===== config.mk =====
export PLATFORM = sky130hd
export DESIGN_NAME = deserializer
export DESIGN_NICKNAME = d
export VERILOG_FILES = /design/src/rtl/deserializer.sv
export SDC_FILE = /design/constraint.sdc
export NUM_CORES = 1
export LEC_CHECK = 0
export ABC_AREA = 0
export CORE_MARGIN = 8
export CORE_UTILIZATION = 51
export DETAILED_ROUTE_END_ITERATION = 12
export GPL_TIMING_DRIVEN = 0
export HOLD_SLACK_MARGIN = 0.06
export PLACE_DENSITY = 0.79
export SLEW_MARGIN = 20
export SYNTH_ARGS = -nofsm -noshare
export SYNTH_HDL_FRONTEND = slang
export SYNTH_SLANG_ARGS = --single-unit

===== constraint.sdc =====
create_clock -name CLK -period 1.9 [get_ports CLK]
set_input_delay 0.475 -clock CLK [delete_from_list [all_inputs] [get_ports CLK]]
set_output_delay 0.475 -clock CLK [all_outputs]
set_load 0.02 [all_outputs]

===== src/rtl/deserializer.sv =====
// Purpose : 1:4 word deserializer. Gathers a SOF-framed serial word stream into one parallel frame O0..O3.
// Latency : O_VALID rises in the cycle after the 4th word of a frame is accepted.
// Backpres: I_READY drops only when the last word would overwrite a frame that is still held; words 0..2 are always accepted.
//
// Ports:
//   CLK, RESETN        clock (posedge) and asynchronous active-low reset
//   I, I_VALID, I_SOF  serial word, its qualifier, start-of-frame flag (word 0)
//   I_READY            the block accepts I this cycle (accept = I_VALID & I_READY)
//   O0..O3             parallel frame, O0 = SOF word, O3 = last word
//   O_VALID, O_READY   output handshake (take = O_VALID & O_READY)
//   FRAME_ERR          one-cycle pulse after a word that breaks framing
module deserializer #(
    parameter int WIDTH = 16
) (
    input  logic             CLK,
    input  logic             RESETN,
    input  logic [WIDTH-1:0] I,
    input  logic             I_VALID,
    input  logic             I_SOF,
    output logic             I_READY,
    output logic [WIDTH-1:0] O0,
    output logic [WIDTH-1:0] O1,
    output logic [WIDTH-1:0] O2,
    output logic [WIDTH-1:0] O3,
    output logic             O_VALID,
    input  logic             O_READY,
    output logic             FRAME_ERR
);

    typedef enum logic {
        HUNT    = 1'b0,
        COLLECT = 1'b1
    } state_t;

    state_t           state_q;
    logic [1:0]       cnt_q;      // index of the next word while collecting
    logic [WIDTH-1:0] s0_q;
    logic [WIDTH-1:0] s1_q;
    logic [WIDTH-1:0] s2_q;
    logic [WIDTH-1:0] o0_q;
    logic [WIDTH-1:0] o1_q;
    logic [WIDTH-1:0] o2_q;
    logic [WIDTH-1:0] o3_q;
    logic             ovld_q;
    logic             ferr_q;

    logic at_last;
    logic accept;
    logic take;

    // The only stall: the closing word would land on a frame nobody has taken.
    // A take in the same cycle frees the output, so the word may go through.
    assign at_last = (state_q == COLLECT) && (cnt_q == 2'd3);
    assign I_READY = !(at_last && ovld_q && !O_READY);
    assign accept  = I_VALID && I_READY;
    assign take    = ovld_q && O_READY;

    always_ff @(posedge CLK or negedge RESETN) begin
        if (!RESETN) begin
            state_q <= HUNT;
            cnt_q   <= 2'd0;
            s0_q    <= '0;
            s1_q    <= '0;
            s2_q    <= '0;
            o0_q    <= '0;
            o1_q    <= '0;
            o2_q    <= '0;
            o3_q    <= '0;
            ovld_q  <= 1'b0;
            ferr_q  <= 1'b0;
        end else begin
            ferr_q <= 1'b0;

            // Completion below may re-set this in the same cycle (no bubble).
            if (take) begin
                ovld_q <= 1'b0;
            end

            if (accept) begin
                if (I_SOF) begin
                    // SOF always restarts a frame; arriving mid-frame it also
                    // discards the partial frame and flags it, even at cnt==3.
                    if (state_q == COLLECT) begin
                        ferr_q <= 1'b1;
                    end
                    s0_q    <= I;
                    cnt_q   <= 2'd1;
                    state_q <= COLLECT;
                end else if (state_q == HUNT) begin
                    // Word with no frame to belong to: dropped.
                    ferr_q <= 1'b1;
                end else if (cnt_q == 2'd3) begin
                    o0_q    <= s0_q;
                    o1_q    <= s1_q;
                    o2_q    <= s2_q;
                    o3_q    <= I;
                    ovld_q  <= 1'b1;
                    cnt_q   <= 2'd0;
                    state_q <= HUNT;
                end else begin
                    if (cnt_q == 2'd1) begin
                        s1_q <= I;
                    end else begin
                        s2_q <= I;
                    end
                    cnt_q <= cnt_q + 2'd1;
                end
            end
        end
    end

    assign O0        = o0_q;
    assign O1        = o1_q;
    assign O2        = o2_q;
    assign O3        = o3_q;
    assign O_VALID   = ovld_q;
    assign FRAME_ERR = ferr_q;

endmodule

### Word-level counts from Yosys, hierarchy flattened

Index checks and enable logic that the tools add are counted.

| storage, ports and cells | value |
|---|---|
| register bits after elaboration | 117 |
| input port bits | 21 |

| operators by class | value |
|---|---|
| add/sub/neg operators | 1 |
| equality and inequality tests | 2 |
| mux-type cells | 15 |
| bitwise gates (word level) | 3 |
| reduce and logical (&&, ||, !) cells | 13 |

Operators with widths:

| kind | number |
|---|---|
| $mux W1 | 12 |
| $reduce_and A5 Y1 | 2 |
| $mux W2 | 3 |
| $logic_and A1 B1 Y1 | 5 |
| $reduce_and A2 Y1 | 2 |
| $reduce_and A4 Y1 | 1 |
| $not A1 Y1 | 3 |
| $add A2 B1 Y2 const B | 1 |
| $eq A2 B1 Y1 const B | 1 |
| $eq A2 B2 Y1 const B | 1 |
| $logic_not A1 Y1 | 2 |
| $reduce_bool A2 Y1 | 1 |

### Longest topological paths before layout

Gate-level depths: netlist (run 1).

| logic depth | value |
|---|---|
| word-level depth | 7 |
| gate-level depth with buffers | 6 |

### Worst setup path before layout (run 1)

No wires, ideal clock.

| timing | value |
|---|---|
| path type | input port to flip-flop |
| from | input I_SOF |
| to | register o0_q[10], in the netlist O0[10] |
| setup time | 0.125 ns |
| data arrival time | 1.716 ns |
| path slack | 0.059 ns |
| cell stages on the path | 6 |
| buffers on the path | 1 |
| path through | inv_1 ha_1 nand3_1 a21oi_2 buf_2 mux2_2 |

| between the ends | value |
|---|---|
| longest elaborated chain between the ends | 2 |

Ends and longest elaborated chain:

| what | line | RTL |
|---|---|---|
| from (decl) | 19 | `input logic I_SOF,` |
| $not A1 Y1 (no line) | - |  |
| $reduce_and A4 Y1 (no line) | - |  |
| to (signal assigned) | 93 | `o0_q <= s0_q;` |
| to (decl) | 40 | `logic [WIDTH-1:0] o0_q;` |

Every way passes these cells.
A chain may end at the register's enable or synchronous reset.

### Worst setup path after layout (run 1)

| timing | value |
|---|---|
| from | input I_SOF |
| to | register o3_q[14], in the netlist O3[14] |

| between the ends | value |
|---|---|
| longest elaborated chain between the ends | 2 |

Ends and longest elaborated chain:

| what | line | RTL |
|---|---|---|
| $not A1 Y1 (no line) | - |  |
| $reduce_and A4 Y1 (no line) | - |  |
| to (signal assigned) | 68 | `o3_q <= '0;` |
| to (signal assigned) | 96 | `o3_q <= I;` |
| to (decl) | 43 | `logic [WIDTH-1:0] o3_q;` |

Every way passes these cells.

==> results of run 1 <==
registers in the layout, summed over array words and instances (netlist names):
signal / cells
O2: 16
O1: 16
s2_q: 16
s1_q: 16
state_q: 1
O_VALID: 1
O3: 16
FRAME_ERR: 1
s0_q: 16
cnt_q: 2
O0: 16
per-stage QoR:
step,hold WS [ps],setup WS [ps],utilization,cell area (um^2)
after floorplan,179,59.2,-,4460
after global placement,464,-3970,0.636,5460
after detailed placement,460,-798,0.639,5490
after CTS,482,-27.8,0.715,6140
after global routing,500,-9.02,0.718,6170
final,480,36.6,0.718,6170
cell families (layout without fill, tap and decap cells):
| kind of cell | Yosys count | count (layout) | synth area share |
|---|---|---|---|
| adder cells (fa/ha/maj) | 4 | 4 | 0.0112 |
| AND/OR/NAND/NOR | 14 | 14 | 0.0188 |
| flip-flops | 117 | 117 | 0.657 |
| multiplexers | 114 | 114 | 0.288 |
| AO/OA/AOI/OAI | 4 | 4 | 0.00646 |
| buffers and inverters | 14 | 141 | 0.0183 |
worst max-delay path, cell delays in order:
cell and delay, ps:
clkdlybuf4s50_1 480, inv_2 140, ha_1 180, nand3_1 130
a21oi_4 150, buf_4 160, buf_6 180, mux2_2 350
power by group:
part | internal [mW] | total, mW | switching [mW]
logic | 1.68 | 3.38 | 1.70
clock network | 2.27 | 3.43 | 1.15
registers | 3.58 | 4.13 | 0.548
routing by layer:
| layer | track usage | wire, um | vias up | share of wire |
|---|---|---|---|---|
| li1 | - | - | 1177 | - |
| met1 | 0.195 | 3830 | 1382 | 0.41 |
| met2 | 0.290 | 5000 | 59 | 0.53 |
| met3 | 0.0627 | 524 | 4 | 0.056 |
| met4 | 0.0434 | 45 | 0 | 0.0048 |
| met5 | 0 | 0 | - | 0 |
cell usage after synthesis (2+ instances only):
library cell,n,area share
buf_2,8,0.0090
buf_6,2,0.0051
dfrtp_1,117,0.66
ha_1,4,0.011
inv_1,3,0.0025
mux2_1,11,0.028
mux2_2,103,0.26
nand2_1,4,0.0034
nor2_1,2,0.0017
nor2b_1,3,0.0042
o21ai_0,2,0.0022
worst max-delay path by stage:
stage	from	to	slack (ps)	cells after the start
3_3_place_gp	RESETN	O3[11]	-3970	1
5_1_grt	I_SOF	O3[12]	-9	8
2_1_floorplan	I_SOF	O0[10]	60	6
3_5_place_dp	I_SOF	O2[5]	-800	7
6_report	I_SOF	O3[14]	40	8
4_1_cts	cnt_q[0]	I_READY	-30	3
final cells by class:
type / count / area share
plain buffers: 11 / 0.0191
clock buffers: 17 / 0.0671
clock inverters: 15 / 0.0369
inverters: 3 / 0.00182
multi-input cells: 136 / 0.238
flip-flops and latches: 117 / 0.475
well taps: 108 / 0.0219
repair buffers: 95 / 0.141
timing repair:
item	CTS	global route
hold buffers	1	0
pin swaps	2	1
setup buffers	4	2
setup endpoints to repair	137	68
resized for setup	86	6
hold endpoints to repair	50	0
==> flow_metrics.py, run 1 <==
metrics = {
    "setup_path": {
        "worst_r2r_path_depth": 5,
        "critPathMaxFanout": 10,
        "startpoint_type": "input port",
        "r2r-start": "cnt_q[0]",
        "worst-r2r-setup-slack_ps": 80,
        "timing.rr.end": "s1_q[15]",
        "cp.arrival_ps": 2250,
        "critPathKind": "in -> reg",
        "end_kind": "flop",
        "required_ps": 2280,
    },
    "cts": {
        "cts-buffers-inserted": 17,
        "path_clk_slew_ps": 60,
        "htree_levels": 4,
        "root_buffer": "clkbuf_8",
        "cts_tree": "built",
        "clkLatencyLatePin_ps": 500,
        "clock_path_buffers": 2,
        "clkSinkCount": 117,
    },
    "global_route": {
        "antenna_found_initial": 0,
        "grt_pass1_wl_um": 15400,
        "grt_pass1_vias": 2942,
        "grt_overflow_total": 0,
        "grt_max_degree": 68,
        "grt_use_total": 0.169,
    },
    "synth": {
        "syn_area_per_cell_um2": 16.7,
        "synthArstFlopShare": 1.00,
        "synth_edf_count": 0,
        "synthesis.area_mm2": 0.00446,
        "synth-seq-cells": 117,
        "synthCells": 267,
        "yosysSeqAreaShare": 0.657,
        "synth_flop_cell": "dfrtp_1",
        "synthesis.nets": 292,
        "ys_warn_count": 0,
        "yosysUniqueCellTypes": 19,
    },
    "detailed_routing": {
        "avgViaCountPerCell": 5.22,
        "routed_wl_um": 9400,
        "postRouteAntennaNets": 0,
        "drtIter0Drc": 77,
        "detail_route.wl_per_cell_um": 18.7,
        "first_pass_iters": 5,
        "vias": 2622,
        "drc_errors": 0,
    },
    "floorplan": {
        "die_area_mm2": 0.0120,
        "die_h_um": 109,
        "pin_count": 88,
        "fp.coreArea_mm2": 0.00859,
        "initial_utilization": 0.518,
        "die_x_um": 109,
        "num_rows": 34,
    },
    "sta": {
        "period_needed_ps": 1860,
        "fin_worst_skew_ps": 7.68,
        "final_hold_viol_count": 0,
        "relSlewSlack": 0.678,
        "finalCritPeriodShare": 0.981,
        "setup_violations": 0,
        "tns_ps": 0,
        "rsz0062_at_grt": "true",
        "fmax_ghz": 0.537,
        "finalMaxSlewViolations": 0,
        "worst_pin_slew_ps": 482,
    },
    "min_path": {
        "min_to": "O1[8]",
        "worstHoldStart": "O1[8]",
        "hold_depth": 1,
        "hp-class": "reg -> reg",
    },
    "placement": {
        "place_congestion": 0.689,
        "dp.cells": 463,
        "place_hpwl_um": 6300,
        "port-buffer-count": 87,
    },
    "final_layout": {
        "final_cells": 502,
        "layout-drive-gt1-share": 0.409,
        "final_common_cell": "dfrtp_1",
        "area_delta_synth_final_pct": 38.5,
        "multi_input_area_mm2": 0.00147,
        "seq_area_mm2": 0.00293,
        "final_nets": 406,
        "layout_common_cells": "dfrtp_1, mux2_2, dlygate4sd2_1, clkdlybuf4s50_1, clkbuf_16",
        "n_antenna_cell": 0,
        "fillCellCount": 599,
    },
    "power_and_ir_drop": {
        "vdd_ir_drop_max_v": 0.000969,
        "p_leak_nw": 2.90,
        "power_density_mw_per_mm2": 1770,
        "p_total_mw": 10.9,
    },
    "job": {
        "drv_cap": 0,
    },
    "run_status": {
        "status": "complete, no violations",
    },
}
Note: power is estimated with default switching activity, not from simulation.
==> run 2, diff against run 1 <==
- GPL_ROUTABILITY_DRIVEN: default -> 0
==> results of run 2 <==
Same layout as run 1: the final DEF is identical, and so are final timing and power.
